[config.mk]
export PLATFORM = sky130hd
export DESIGN_NAME = tally_serializer_flat
export DESIGN_NICKNAME = d
export VERILOG_FILES = /design/src/rtl/tally_serializer_if.sv /design/src/rtl/tally_serializer.sv /design/src/flat_wrapper.sv
export SDC_FILE = /design/constraint.sdc
export NUM_CORES = 1
export LEC_CHECK = 0
export CAP_MARGIN = 20
export CORE_MARGIN = 4
export CORE_UTILIZATION = 43
export DETAILED_ROUTE_END_ITERATION = 8
export MAX_ROUTING_LAYER = met4
export PLACE_DENSITY = 0.72
export SLEW_MARGIN = 20
export SYNTH_ARGS = -nofsm -noshare
export SYNTH_HDL_FRONTEND = slang
export SYNTH_SLANG_ARGS = --single-unit
[constraint.sdc]
create_clock -name clk -period 1.46 [get_ports clk]
set_input_delay 0.292 -clock clk [delete_from_list [all_inputs] [get_ports clk]]
set_output_delay 0.292 -clock clk [all_outputs]
set_load 0.01 [all_outputs]
[src/rtl/tally_serializer_if.sv]
// Handshake bundle for tally_serializer: code input channel, serial beat output, status.
interface tally_serializer_if #(
  parameter int unsigned N = 6
);
  logic         in_valid;
  logic         in_ready;
  logic [N:0]   in_code;
  logic         out_valid;
  logic         out_ready;
  logic         out_bit;
  logic         out_last;
  logic [N-1:0] therm;
  logic         err;

  modport master (
    output in_valid,
    output in_code,
    output out_ready,
    input  in_ready,
    input  out_valid,
    input  out_bit,
    input  out_last,
    input  therm,
    input  err
  );

  modport slave (
    input  in_valid,
    input  in_code,
    input  out_ready,
    output in_ready,
    output out_valid,
    output out_bit,
    output out_last,
    output therm,
    output err
  );
endinterface

[src/rtl/tally_serializer.sv]
// Turns a one-hot tally code k into an N-beat serial stream (k ones, then N-k zeros)
// and latches the matching low-aligned thermometer; malformed codes pulse err.
module tally_serializer #(
  parameter int unsigned N = 6
) (
  input logic              clk,
  input logic              rst_n,
  tally_serializer_if.slave bus
);

  localparam int unsigned CW = $clog2(N + 1);

  localparam logic [0:0] StIdle = 1'b0;
  localparam logic [0:0] StEmit = 1'b1;

  logic [0:0]    state_q, state_d;
  logic [CW-1:0] k_q, k_d;
  logic [CW-1:0] beat_q, beat_d;
  logic [N-1:0]  therm_q, therm_d;
  logic          err_q, err_d;

  logic [CW-1:0] code_idx;
  logic          code_seen;
  logic          code_multi;
  logic          code_ok;
  logic [N-1:0]  code_therm;
  logic          at_last;

  // Position of the set bit, plus a flag for zero or multiple set bits.
  always_comb begin
    code_idx   = '0;
    code_seen  = 1'b0;
    code_multi = 1'b0;
    for (int unsigned i = 0; i <= N; i++) begin
      if (bus.in_code[i]) begin
        if (code_seen) begin
          code_multi = 1'b1;
        end
        code_seen = 1'b1;
        code_idx  = CW'(i);
      end
    end
    code_ok = code_seen & ~code_multi;
  end

  always_comb begin
    code_therm = '0;
    for (int unsigned i = 0; i < N; i++) begin
      code_therm[i] = (CW'(i) < code_idx);
    end
  end

  assign at_last = (beat_q == CW'(N - 1));

  always_comb begin
    state_d = state_q;
    k_d     = k_q;
    beat_d  = beat_q;
    therm_d = therm_q;
    err_d   = 1'b0;
    case (state_q)
      StIdle: begin
        if (bus.in_valid) begin
          if (code_ok) begin
            k_d     = code_idx;
            beat_d  = '0;
            therm_d = code_therm;
            state_d = StEmit;
          end else begin
            err_d = 1'b1;
          end
        end
      end
      StEmit: begin
        if (bus.out_ready) begin
          if (at_last) begin
            state_d = StIdle;
          end else begin
            beat_d = beat_q + CW'(1);
          end
        end
      end
      default: state_d = StIdle;
    endcase
  end

  always_ff @(posedge clk or negedge rst_n) begin
    if (!rst_n) begin
      state_q <= StIdle;
      k_q     <= '0;
      beat_q  <= '0;
      therm_q <= '0;
      err_q   <= 1'b0;
    end else begin
      state_q <= state_d;
      k_q     <= k_d;
      beat_q  <= beat_d;
      therm_q <= therm_d;
      err_q   <= err_d;
    end
  end

  // Outputs decode only from registered state, so there is no input-to-output path.
  assign bus.in_ready  = (state_q == StIdle);
  assign bus.out_valid = (state_q == StEmit);
  assign bus.out_bit   = (state_q == StEmit) && (beat_q < k_q);
  assign bus.out_last  = (state_q == StEmit) && at_last;
  assign bus.therm     = therm_q;
  assign bus.err       = err_q;

endmodule

[src/flat_wrapper.sv]
// flat-port wrapper written by rule: the top's interface ports become plain ports
module tally_serializer_flat 
#(
  parameter int unsigned N = 6
)
  (clk, rst_n, bus_in_valid, bus_in_code, bus_out_ready, bus_in_ready, bus_out_valid, bus_out_bit, bus_out_last, bus_therm, bus_err);
  tally_serializer_if #(.N(N)) bus_i ();
  input logic clk;
  input logic rst_n;
  input wire logic [$bits(bus_i.in_valid)-1:0] bus_in_valid;
  input wire logic [$bits(bus_i.in_code)-1:0] bus_in_code;
  input wire logic [$bits(bus_i.out_ready)-1:0] bus_out_ready;
  output wire logic [$bits(bus_i.in_ready)-1:0] bus_in_ready;
  output wire logic [$bits(bus_i.out_valid)-1:0] bus_out_valid;
  output wire logic [$bits(bus_i.out_bit)-1:0] bus_out_bit;
  output wire logic [$bits(bus_i.out_last)-1:0] bus_out_last;
  output wire logic [$bits(bus_i.therm)-1:0] bus_therm;
  output wire logic [$bits(bus_i.err)-1:0] bus_err;
  assign bus_i.in_valid = bus_in_valid;
  assign bus_i.in_code = bus_in_code;
  assign bus_i.out_ready = bus_out_ready;
  assign bus_in_ready = bus_i.in_ready;
  assign bus_out_valid = bus_i.out_valid;
  assign bus_out_bit = bus_i.out_bit;
  assign bus_out_last = bus_i.out_last;
  assign bus_therm = bus_i.therm;
  assign bus_err = bus_i.err;
  tally_serializer #(.N(N)) u_core (.clk(clk), .rst_n(rst_n), .bus(bus_i));
endmodule
Word level (Yosys, flattened, before mapping)
Index checks and enable logic that the tools add are counted.
{"block": "classes", "multipliers": 0, "n_lt_le_gt_ge": 7, "muxes": 38, "bitwise": 3, "div": 0, "eq_ne": 5, "n_reduce_logical": 4, "n_shift": 0, "add_sub_neg": 1}
{"op": "$mux 1", "count": 27}
{"op": "$mux 3", "count": 9}
{"op": "$lt 1x3->1 const A", "count": 2}
{"op": "$lt 2x3->1 const A", "count": 2}
{"op": "$lt 3x3->1 const A", "count": 2}
{"op": "$ne 2x2->1 const B", "count": 3}
{"op": "$pmux 3 s2", "count": 1}
{"op": "$reduce_and 4->1", "count": 1}
{"op": "$add 3x1->3 const B", "count": 1}
{"op": "$eq 3x3->1 const B", "count": 1}
{"op": "$lt 3x3->1", "count": 1}
{"op": "$reduce_and 3->1", "count": 1}
{"op": "$logic_and 1x1->1", "count": 2}
{"op": "$ne 2x1->1 const B", "count": 1}
{"op": "$not 1->1", "count": 2}
{"op": "$pmux 1 s2", "count": 1}
{"op": "$and 1x1->1", "count": 1}
{"block": "word_totals", "ramBits": 0, "out_inout_bits": 11, "latch_bits": 0, "mem_bits_ro": 0, "memories": 0, "regBits": 14, "wordCells": 63}

Logic depth before layout (Yosys ltp)
Gate-level depths: netlist of the first run.
{"block": "logic_depth", "ltp_word": 18, "mapped_depth": 7, "depth_no_buf": 7}

Least setup slack after synthesis of the first run
OpenSTA, ideal clock, no wires.
{"block": "synth_timing", "kind": "input-to-reg", "startpoint": "input bus_in_code[3]", "endpoint": "register u_core.beat_q[0]", "path_buffers": 1, "slack_ns": -0.315, "cell_stages": 6, "arrival_time_ns": 1.650, "setup_ns": 0.125, "cell_sequence": "clkbuf_1 -> a2111oi_4 -> nand3b_1 -> a21o_2 -> a32o_2 -> mux2_4"}
{"block": "synth_via", "elab_chain_cells": 11}
{"element": "from (decl)", "line": "flat_wrapper.sv:11", "rtl": "input wire logic [$bits(bus_i.in_code)-1:0] bus_in_code;"}
{"element": "$mux 1", "line": "tally_serializer.sv:35", "rtl": "if (bus.in_code[i]) begin"}
{"element": "$mux 1", "line": "tally_serializer.sv:36", "rtl": "if (code_seen) begin"}
{"element": "$mux 1", "line": "tally_serializer.sv:35"}
{"element": "$mux 1", "line": "tally_serializer.sv:36"}
{"element": "$mux 1", "line": "tally_serializer.sv:35"}
{"element": "$mux 1", "line": "tally_serializer.sv:36"}
{"element": "$mux 1", "line": "tally_serializer.sv:35"}
{"element": "$not 1->1", "line": "tally_serializer.sv:43", "rtl": "code_ok = code_seen & ~code_multi;"}
{"element": "$and 1x1->1 (*)", "line": "tally_serializer.sv:43"}
{"element": "$ne 2x1->1 (no line) (*)"}
{"element": "$reduce_and 4->1 (no line) (*)"}
{"element": "to (signal assigned)", "line": "tally_serializer.sv:97", "rtl": "beat_q <= beat_d;"}
{"element": "to (decl)", "line": "tally_serializer.sv:18", "rtl": "logic [CW-1:0] beat_q, beat_d;"}
Every way passes the cells marked *; elsewhere a longest branch is shown, timed or not.
A chain may end at the register's enable or synchronous reset.

Final worst setup path of the first run
{"block": "layout_timing", "startpoint": "register u_core.beat_q[1]", "endpoint": "output bus_out_last"}
{"block": "layout_via", "elab_chain_cells": 2}
{"element": "$eq 3x3->1", "line": "tally_serializer.sv:53", "rtl": "assign at_last = (beat_q == CW'(N - 1));"}
{"element": "$logic_and 1x1->1", "line": "tally_serializer.sv:107", "rtl": "assign bus.out_last = (state_q == StEmit) && at_last;"}
{"element": "to (decl)", "line": "flat_wrapper.sv:16", "rtl": "output wire logic [$bits(bus_i.out_last)-1:0] bus_out_last;"}
No other way between the ends.

==> key figures, run 1 <==
Layout
  – Layout cells sized above 1: 0.500
  – Final #Nets: about 170
  – Area grow syn2layout: 77.1%
  – Sequential cell area: 325 µm²
  – Fin util: 0.844
  – Multi-input logic area: about 560 µm²
  – N_diodes: 0
  – Count of non-filler cells in the finished layout: between 150 and 200
  – Fin area: ~1500 µm²
  – Final-layout fill cell count: 100

Floorplanning
  – Core area: 1800 µm²
  – Die width: 52.7 µm
  – Die area: ~2800 µm²
  – Die height: between 50 and 60 µm
  – Site Rows: 15
  – Starting density of the core: 0.476
  – Number of I/O pins: 22

Synthesis
  – Ys flop type: dfrtp_1
  – Syn nets: around 110
  – Yosys reg bits: 13
  – Seq/Total Area, Yosys: 0.379
  – Post-synthesis compound-gate area fraction: 0.255
  – Synth Area in Simple Gates: 0.201
  – EDFF count, synth: 0
  – Mean post-synth cell area: just over 9 µm²
  – Cell area after synthesis: between 800 and 900 µm²
  – Mux share of post-synthesis cell area: 0.0175
  – Synth unique cells: 36
  – Ys async rst share: 1.00
  – Post-Synth Adder-Cell Area: 0.0583
  – Synth Area in XOR/XNOR: 0.0204
  – Main combinational cell family by area after synthesis: compound AO/OA/AOI/OAI gates
  – Mapped Cells: 92
  – Ys Warns: 0

Timing
  – Hold Vio Cnt, Final: 0
  – Max Slew Vio Count: 0
  – Slew headroom: 0.805
  – Clock skew: roughly 0.0024 ns
  – Tcrit/Tclk final: 1.21
  – Fin crit period: between 1.5 and 2 ns
  – Worst-margin pin slew: slightly below 0.3 ns
  – Setup WS post-layout: -0.304 ns
  – Fmax: approximately 0.57 GHz
  – Final setup fails: 12
  – Unrepaired setup endpoints after global routing: true

Outcome
  – Status: finished with violations
  – Failing checks: setup timing

Routing
  – Drt pass-1 iters: 4
  – DRC marker count from the first detailed-route iteration: 25
  – Vias per cell: approximately 5.3
  – DRC violations left: 0
  – Detail Route Antenna Nets: 0
  – Via Count: 930
  – Avg WL per Cell: ~16 µm
  – WL final: ~2.8 mm

Global route
  – GR Util met1: 0.264
  – Total GRT Usage: 0.219
  – GRT busiest layer: met2
  – Total gr overflow: 0
  – Vias in the first global route: around 1000
  – First-pass GRT wire length: 4.40 mm
  – Met3 usage: 0.0598
  – Met2 global-route usage: 0.364
  – Largest net degree at the start of global routing: 14
  – Antenna violations before repair: 0

Clock tree
  – H-tree lvl count: 1
  – CTS tree: done
  – Root Driver: clkbuf_4
  – Clk slew on worst S/H paths: around 0.080 ns
  – CTS Buf Count: 3
  – Latest clock arrival within the worst-skew pair: 0.29 ns
  – CTS Sinks: 13
  – Hold_buf cts: 0
  – Clock buffer depth: 2

Power and ir drop
  – PwrDens: 1460 nW/µm²
  – Worst vdd ir: 1.08 mV
  – Leakage: 0.000703 µW

Worst setup path
  – Reg2reg end: u_core.beat_q[0]
  – Endpoint type of the worst setup path: output port
  – Reg2Reg Setup Slack: -0.17 ns
  – CP Max Fanout: 3
  – Crit start category: flop
  – FF-to-FF path depth: 9
  – Critical Path RT: 1.17 ns
  – WS Path Type: reg -> out
  – R2r startpoint: u_core.beat_q[1]
  – WP data arrival: around 1.5 ns

Hold path
  – HP Class: in -> async

Place
  – Area post-placement: about 1300 µm²
  – Hpwl dp: ~1.8 mm
  – GP Congestion: approximately 0.89
  – Placed Instances: 160
  – Port bufs: 21

Flow run
  – Max-cap viol count: 0
state kept, by name, indices dropped and copies added (netlist names):
register,count
u_core.bus.therm,6
u_core.beat_q,3
u_core.k_q,2
u_core.bus.err,1
u_core.bus.out_valid,1
through the flow:
step / worst slack, ns / setup TNS, ns / power, µW / hold WS (ns)
floorplan: -0.249 / -0.512 / 1130 / -0.00359
global placement: -0.770 / -8.98 / 1690 / 0.475
detailed placement: -0.828 / -9.82 / 1730 / 0.499
CTS: -0.225 / -0.722 / 2000 / 0.308
global route: -0.412 / -1.73 / 2370 / 0.306
finish: -0.304 / -0.933 / 2210 / 0.294
cell type report:
class,instances,area share
multi-input combinational,67,0.368
timing repair buffer,61,0.360
sequential,13,0.214
tap,25,0.0206
inverter,7,0.0189
clock buffer,3,0.0148
clock inverter,1,0.00329
synth_stat cells (2+ instances only):
cell type	number	area (µm²)
ha_1	4	50.1
nand2b_1	3	18.8
o21a_1	3	22.5
nor3_1	5	25.0
a21oi_1	2	10.0
xor2_1	2	17.5
nand3_1	3	15.0
o22a_1	3	26.3
nand2_1	8	30.0
nor2_1	9	33.8
inv_1	7	26.3
buf_2	2	10.0
dfrtp_1	13	325
o21ai_0	6	30.0
critical path, cell delays in order, from the launching register on:
cell and delay (ns):
dfrtp_1 0.40, buf_4 0.14, buf_6 0.10, buf_6 0.11, inv_4 0.04, ha_4 0.13
nand2_4 0.05, nor2_2 0.08, buf_2 0.12
metal layers:
metal | up-vias | wire [µm]
li1 | 447 | -
met1 | 442 | 1250
met2 | 34 | 1360
met3 | 7 | 177
met4 | 0 | 51
met5 | - | 0
power breakdown:
group          switching (µW)  internal [µW]  total [µW]
clock                     127            102         229
combinational             582            777        1360
sequential                109            518         626
total                     818           1400        2210
cells by family after synthesis:
kind of cell               count (synthesis)
AOI/OAI and AO/OA                         26
xor gates and xnor gates                   2
adders and majority gates                  4
buffers and inverters                     12
DFF                                       13
muxes                                      1
and+or+nand+nor                           34
how the worst max path moves through the flow:
stage | start | cells past startpoint | end | slack [ns]
2_1_floorplan | bus_in_code[5] | 6 | u_core.beat_q[0] | -0.25
3_3_place_gp | bus_in_code[0] | 6 | u_core.beat_q[0] | -0.77
3_5_place_dp | bus_in_code[0] | 7 | u_core.bus.therm[0] | -0.83
4_1_cts | u_core.beat_q[1] | 7 | bus_out_last | -0.22
5_1_grt | u_core.bus.therm[3] | 5 | bus_out_bit | -0.41
6_report | u_core.beat_q[1] | 8 | bus_out_last | -0.30
layout by cell type, fill, tap and decap left out, drive strengths merged, types with 5 or more instances in the layout:
| master | instances |
|---|---|
| nand2 | 8 |
| inv | 7 |
| buf | 47 |
| dlygate4sd2 | 7 |
| clkdlybuf4s50 | 5 |
| dfrtp | 13 |
| o21ai | 6 |
| nor2 | 9 |
| clkbuf | 5 |
| nor3 | 5 |
timing repair:
| action | 4_1_cts | 5_1_grt |
|---|---|---|
| cloned | 0 | 0 |
| setup endpoints to repair | 23 | 15 |
| pin swaps | 10 | 18 |
| gates resized for setup | 64 | 24 |
| buffers inserted | 10 | 4 |
Power figures use the tool's default switching activity.
==> run 2: changes to the inputs <==
--- a/config.mk
+++ b/config.mk
@@ -6,7 +6,6 @@
 export NUM_CORES = 1
 export LEC_CHECK = 0
 export CAP_MARGIN = 20
-export CORE_MARGIN = 4
 export CORE_UTILIZATION = 43
 export DETAILED_ROUTE_END_ITERATION = 8
 export MAX_ROUTING_LAYER = met4
@@ -15,3 +14,4 @@
 export SYNTH_ARGS = -nofsm -noshare
 export SYNTH_HDL_FRONTEND = slang
 export SYNTH_SLANG_ARGS = --single-unit
+export TNS_END_PERCENT = 5
==> key figures, run 2 (synthesized netlist as in run 1, its figures left out) <==
Worst setup path
  – CP max stage delay: 0.37 ns (-0.03 ns)
  – CP top delay family: compound AO/OA/AOI/OAI gates
  – Critical Path RT: 1.63 ns (+0.46 ns)
  – WP data arrival: 1.88 ns (+0.41 ns)
  – CP Max Fanout: 5 (+2)
  – Endpoint type of the worst setup path: flop
  – CP cell instances: clkdlybuf4s15_1, a2111oi_4, nand3b_1, a21o_2, a32o_2, mux2_4
  – Buf/Inv on CP: 1 (-4)
  – Crit start category: primary input
  – WS Path Type: in -> reg
  – Highest-delay cell along the critical path: a2111oi_4

Layout
  – Area grow syn2layout: 50.0%
  – Most common cell after layout, fill and taps aside: buf_4
  – Max reg flops: 6 (unchanged)
  – N_diodes: 0 (unchanged)
  – Multi-input logic area: 495 µm² (-11%)
  – Sequential cell area: 325 µm² (unchanged)
  – Final-layout fill cell count: 157 (+57%)
  – Fin util: 0.715 (-0.129)
  – Layout cells sized above 1: 0.348 (-0.152)
  – Commonest non-fill, non-tap cells in the layout: 26 x buf_4, 13 x dfrtp_1, 10 x dlygate4sd2_1
  – Final #Nets: 154 (-8.3%)

Routing
  – WL final: 2.26 mm (-20%)
  – DRC marker count from the first detailed-route iteration: 32 (+28%)
  – Vias per cell: 5.18 (-1.3%)
  – DRC violations left: 0 (unchanged)
  – Detail Route Antenna Nets: 0 (unchanged)
  – Via Count: 845 (-9.1%)
  – Avg WL per Cell: 13.9 µm (-13%)
  – Drt pass-1 iters: 5 (+1)

Floorplanning
  – Die height: 46.7 µm (-11%)
  – Die width: 46.7 µm (-11%)
  – Core area: 1800 µm² (unchanged)
  – Starting density of the core: 0.476 (unchanged)
  – Number of I/O pins: 22 (unchanged)
  – Site Rows: 15 (unchanged)
  – Die area: 2180 µm² (-21%)

Power and ir drop
  – Worst vdd ir: 0.970 mV (-10%)
  – Leakage: 0.000604 µW (-14%)
  – Clock share of power: 0.115 (+0.011)
  – Flop pwr share: 0.315 (+0.032)
  – PwrDens: 1490 nW/µm² (+2.6%)
  – Internal power: 1230 µW (-12%)
  – Logic gate share of total power: 0.571 (-0.043)
  – Psw: 693 µW (-15%)
  – Sw Ratio: 0.360 (-0.00929)

Clock tree
  – Root Driver: clkbuf_4
  – Clock buffer depth: 2 (unchanged)
  – H-tree lvl count: 1 (unchanged)
  – CTS tree: done
  – Hold_buf cts: 0 (unchanged)
  – Latest clock arrival within the worst-skew pair: 0.28 ns (about the same)
  – Clk slew on worst S/H paths: 0.08 ns (about the same)
  – CTS Buf Count: 3 (unchanged)
  – CTS Sinks: 13 (unchanged)

Global route
  – Total gr overflow: 0 (unchanged)
  – Antenna violations before repair: 0 (unchanged)
  – First-pass GRT wire length: 3.59 mm (-18%)
  – Total GRT Usage: 0.254 (+0.0353)
  – Largest net degree at the start of global routing: 14 (unchanged)
  – Vias in the first global route: 856 (-14%)

Place
  – Hpwl dp: 1.69 mm (-8.8%)
  – Port bufs: 21 (unchanged)
  – GP Congestion: 0.927 (+3.9%)
  – Dpl ws: -0.780 ns (+0.0476 ns)

Timing
  – Fin crit period: 1.71 ns (-0.0571 ns)
  – Worst-margin pin slew: 0.272 ns (-0.0197 ns)
  – Tcrit/Tclk final: 1.17 (-0.0391)
  – Slew headroom: 0.819 (+0.0135)
  – Fmax: 0.586 GHz (+3.3%)
  – Max Slew Vio Count: 0 (unchanged)
  – Hold Vio Cnt, Final: 0 (unchanged)
  – Clock skew: 0.00179 ns (-0.000646 ns)
  – Unrepaired setup endpoints after global routing: true
  – Setup WS post-layout: -0.247 ns (+0.0571 ns)
  – Hold_ws: 0.303 ns (+0.00885 ns)
  – Final setup fails: 12 (unchanged)

Outcome
  – Status: finished with violations
  – Failing checks: setup timing

Flow run
  – Max-cap viol count: 0 (unchanged)

Hold path
  – HP Class: in -> async
## run 2: path summary, 6_finish.rpt
path                            slack (ns)                  end           startpoint  cells past startpoint
worst max-delay path                 -0.25     u_core.beat_q[0]       bus_in_code[0]                      6
worst min-delay path                  0.30  u_core.bus.therm[5]                rst_n                      2
worst max register to register       -0.05     u_core.beat_q[0]     u_core.beat_q[1]                      7
worst min register to register        0.49  u_core.bus.therm[5]  u_core.bus.therm[5]                      1
max in group asynchronous             1.00  u_core.bus.therm[1]                rst_n                      2
min in group clk                      0.49  u_core.bus.therm[5]  u_core.bus.therm[5]                      1
## run 2: worst reg2reg max path, stage by stage (launching register included)
cell,delay [ns]
dfrtp_1,0.35
buf_4,0.12
inv_1,0.04
ha_2,0.18
nand2_2,0.09
nand3_1,0.11
a32o_2,0.26
mux2_4,0.26
## run 2: layout make-up
cell class | instances | area share
Inverter | 7 | 0.0204
Clock buffer | 3 | 0.0175
Sequential cell | 13 | 0.253
Multi-Input combinational cell | 67 | 0.385
Tap cell | 25 | 0.0243
Timing Repair Buffer | 47 | 0.296
Clock inverter | 1 | 0.00389
## run 2: per-stage QoR
step / total power [µW] / instance area (µm²) / TNS (ns) / cells
CTS: 1870 / 1270 / -1.40 / 162
detailed placement: 1700 / 1230 / -8.22 / 155
global route: 2080 / 1290 / -2.40 / 163
global placement: 1670 / 1230 / -7.61 / 155
finish: 1920 / 1290 / -1.46 / 163
floorplan: 1120 / 862 / -0.736 / 92
## run 2: metal layers
| metal | part of all wire | GRT usage | vias to the layer above |
|---|---|---|---|
| met5 | 0 | - | - |
| met4 | 0.0075 | 0.114 | 0 |
| met3 | 0.054 | 0.0941 | 2 |
| met2 | 0.53 | 0.408 | 24 |
| met1 | 0.41 | 0.278 | 398 |
| li1 | - | - | 421 |
## run 2: power groups by stage
| stage | Sequential, µW | Clock (µW) | Combinational, µW |
|---|---|---|---|
| 2_1_floorplan | 663 | 0 | 461 |
| 3_3_place_gp | 615 | 0 | 1060 |
| 3_5_place_dp | 617 | 0 | 1080 |
| 4_1_cts | 606 | 229 | 1040 |
| 5_1_grt | 623 | 253 | 1200 |
| 6_report | 605 | 221 | 1100 |
## run 2: timing repair
action	4_1_cts	5_1_grt
setup buffers	3	1
hold endpoints to repair	0	0
resized for setup	28	8
pin swaps	6	3
endpoints found under the setup margin	23	17
cloned	0	0
==> run 3: changes to the inputs <==
--- a/config.mk
+++ b/config.mk
@@ -5,11 +5,14 @@
 export SDC_FILE = /design/constraint.sdc
 export NUM_CORES = 1
 export LEC_CHECK = 0
+export ABC_AREA = 1
 export CAP_MARGIN = 20
-export CORE_UTILIZATION = 43
+export CORE_UTILIZATION = 42
 export DETAILED_ROUTE_END_ITERATION = 8
+export GPL_TIMING_DRIVEN = 0
 export MAX_ROUTING_LAYER = met4
 export PLACE_DENSITY = 0.72
+export SKIP_CTS_REPAIR_TIMING = 1
 export SLEW_MARGIN = 20
 export SYNTH_ARGS = -nofsm -noshare
 export SYNTH_HDL_FRONTEND = slang
==> key figures, run 3 <==
Worst setup path
  – Highest-delay cell along the critical path: dfrtp_1
  – CP cell instances: buf_6, ha_4, nand2_2, a21oi_2, a2111oi_2, buf_2
  – Endpoint type of the worst setup path: output port
  – CP max stage delay: 0.41 ns (+0.04 ns)
  – WP data arrival: 1.58 ns (-0.30 ns)
  – Crit start category: flop
  – Critical Path RT: 1.17 ns (-0.46 ns)
  – WS Path Type: reg -> out
  – CP Max Fanout: 3 (-2)

Layout
  – Final #Nets: 156 (+1.3%)
  – Max reg flops: 6 (unchanged)
  – Area grow syn2layout: 49.0%
  – Final-layout fill cell count: 139 (-11%)
  – Fin util: 0.691 (-0.0234)
  – Commonest non-fill, non-tap cells in the layout: 35 x nand2_1, 15 x dlymetal6s2s_1, 13 x inv_1, 13 x dfrtp_1
  – Layout cells sized above 1: 0.300 (-0.0478)
  – N_diodes: 0 (unchanged)
  – Fin area: 1230 µm² (-4.3%)
  – Most common cell after layout, fill and taps aside: nand2_1

Timing
  – Fmax: 0.535 GHz (-8.6%)
  – Clock skew: 0.000903 ns (-0.000888 ns)
  – Max Slew Vio Count: 0 (unchanged)
  – Slew headroom: 0.601 (-0.218)
  – Fin crit period: 1.87 ns (+0.161 ns)
  – Unrepaired setup endpoints after global routing: true
  – Worst-margin pin slew: 0.597 ns (+0.325 ns)
  – Tcrit/Tclk final: 1.28 (+0.110)
  – Post-Route Setup TNS: -0.532 ns (+0.924 ns)
  – Final setup fails: 2 (-10)
  – Hold Vio Cnt, Final: 0 (unchanged)
  – Setup WS post-layout: -0.408 ns (-0.161 ns)

Global route
  – Total GRT Usage: 0.174 (-0.0797)
  – Total gr overflow: 0 (unchanged)
  – Antenna violations before repair: 0 (unchanged)
  – Largest net degree at the start of global routing: 14 (unchanged)
  – Vias in the first global route: 589 (-31%)
  – First-pass GRT wire length: 2.57 mm (-29%)

Floorplanning
  – Starting density of the core: 0.464 (-0.0125)
  – Number of I/O pins: 22 (unchanged)
  – Site Rows: 15 (unchanged)
  – Die area: 2150 µm² (-1.3%)
  – Die height: 46.4 µm (-0.64%)
  – Core area: 1780 µm² (-1.0%)
  – Die width: 46.4 µm (-0.64%)

Routing
  – DRC marker count from the first detailed-route iteration: 21 (-34%)
  – Vias per cell: 4.62 (-11%)
  – WL final: 1.83 mm (-19%)
  – DRC violations left: 0 (unchanged)
  – Detail Route Antenna Nets: 0 (unchanged)
  – Via Count: 763 (-9.7%)
  – Avg WL per Cell: 11.1 µm (-20%)
  – Drt pass-1 iters: 4 (-1)

Place
  – Hpwl dp: 1.31 mm (-22%)
  – GP Congestion: 0.772 (-17%)
  – Area post-placement: 1070 µm² (-13%)
  – Port bufs: 21 (unchanged)
  – Dpl ws: -0.495 ns (+0.285 ns)

Synthesis
  – Yosys reg bits: 13 (unchanged)
  – Ys Warns: 0 (unchanged)
  – Count leader, synth: nand2_1
  – Mean post-synth cell area: 7.73 µm² (-17%)
  – Post-synth top cells: 39 x nand2_1, 17 x inv_1, 13 x dfrtp_1
  – Synth unique cells: 21 (-42%)
  – Mapped Cells: 107 (+16%)
  – Ys async rst share: 1.00 (unchanged)
  – Synth top area share: 0.393 (+0.0143)
  – Ys flop type: dfrtp_1
  – Yosys top cell by area: dfrtp_1
  – Seq/Total Area, Yosys: 0.393 (+0.0143)
  – Syn nets: 122 (+14%)
  – Cell area after synthesis: 827 µm² (-3.6%)
  – Synth top area cells: dfrtp_1 39%, nand2_1 18%, inv_1 7.7%, ha_1 6.1%, o21ai_2 4.2%
  – EDFF count, synth: 0 (unchanged)

Outcome
  – Status: finished with violations
  – Failing checks: setup timing

Clock tree
  – Root Driver: clkbuf_4
  – H-tree lvl count: 1 (unchanged)
  – CTS tree: done
  – Latest clock arrival within the worst-skew pair: 0.27 ns (about the same)
  – CTS Sinks: 13 (unchanged)
  – Clock buffer depth: 2 (unchanged)
  – CTS Buf Count: 3 (unchanged)
  – Clk slew on worst S/H paths: 0.08 ns (about the same)

Power and ir drop
  – Psw: 739 µW (+6.7%)
  – Logic gate share of total power: 0.567 (-0.004)
  – Internal power: 1210 µW (-2.1%)
  – Flop pwr share: 0.316 (about the same)
  – Leakage: 0.000808 µW (+34%)
  – Clock share of power: 0.116 (about the same)
  – PwrDens: 1580 nW/µm² (+5.6%)
  – Worst vdd ir: 0.776 mV (-20%)
  – Sw Ratio: 0.380 (+0.0199)

Flow run
  – Max-cap viol count: 0 (unchanged)

Hold path
  – HP Class: in -> reg
## run 3: cell count changes after synthesis, sizes merged, moves of 3 or more
cell	delta
inv	+10
o22a	-4
nand2b	-3
nor3	-5
nand2	+36
o21a	-3
nor2	-5
## run 3: path summary, 6_finish.rpt
kind / startpoint / end / slack, ns / cells after the start
max in group asynchronous: rst_n / u_core.beat_q[1] / 0.69 / 1
worst max register to register: u_core.bus.out_valid / u_core.bus.therm[1] / 0.16 / 7
worst min-delay path: bus_in_code[6] / u_core.bus.therm[5] / 0.37 / 3
worst max-delay path: u_core.beat_q[1] / bus_out_bit / -0.41 / 6
min in group asynchronous: rst_n / u_core.bus.therm[1] / 0.39 / 1
worst min register to register: u_core.bus.therm[5] / u_core.bus.therm[5] / 0.49 / 2
## run 3: per-layer routing
layer  wire, µm  share of wire  track usage  vias up
met3         40          0.022       0.0353        2
met4         17         0.0093       0.0706        0
li1           -              -            -      403
met5          0              0            -        -
met1        894           0.49        0.252      342
met2        875           0.48        0.233       16
## run 3: power groups by stage
stage	registers (µW)	logic [µW]	clock network (µW)
finish	615	1100	226
global route	625	1210	251
floorplan	633	488	0
CTS	620	885	225
global placement	609	854	0
detailed placement	627	881	0
## run 3: stage by stage
step | cells | power [µW] | hold slack (ns)
global route | 165 | 2080 | 0.377
global placement | 153 | 1460 | 0.466
floorplan | 107 | 1120 | -0.00359
detailed placement | 153 | 1510 | 0.477
CTS | 157 | 1730 | 0.411
finish | 165 | 1940 | 0.366
## run 3: cell type report
| class | instances | area (µm²) | area share |
|---|---|---|---|
| Multi-Input combinational cell | 75 | 464 | 0.377 |
| Sequential cell | 13 | 325 | 0.264 |
| Timing Repair Buffer | 29 | 299 | 0.243 |
| Inverter | 17 | 63.8 | 0.0518 |
| Tap cell | 25 | 31.3 | 0.0254 |
| Clock buffer | 4 | 26.3 | 0.0213 |
| Buffer | 2 | 22.5 | 0.0183 |
## run 3: worst max-delay path: cells and delay by family, from the launching register on
kind | cells | cell delay, ns
buf+inv | 2 | 0.32
simple gates | 1 | 0.06
fa+ha+maj | 1 | 0.21
compound gates | 2 | 0.30
flops | 1 | 0.41
## run 3: kinds of logic (layout without fill, tap and decap cells)
group,count (synthesis),count (layout),share of synthesized area
AND/OR/NAND/NOR,56,56,0.310
buffers and inverters,19,52,0.0998
AO/OA/AOI/OAI,14,14,0.126
flip-flops,13,13,0.393
adder cells (fa/ha/maj),4,4,0.0605
XOR/XNOR,1,1,0.0106
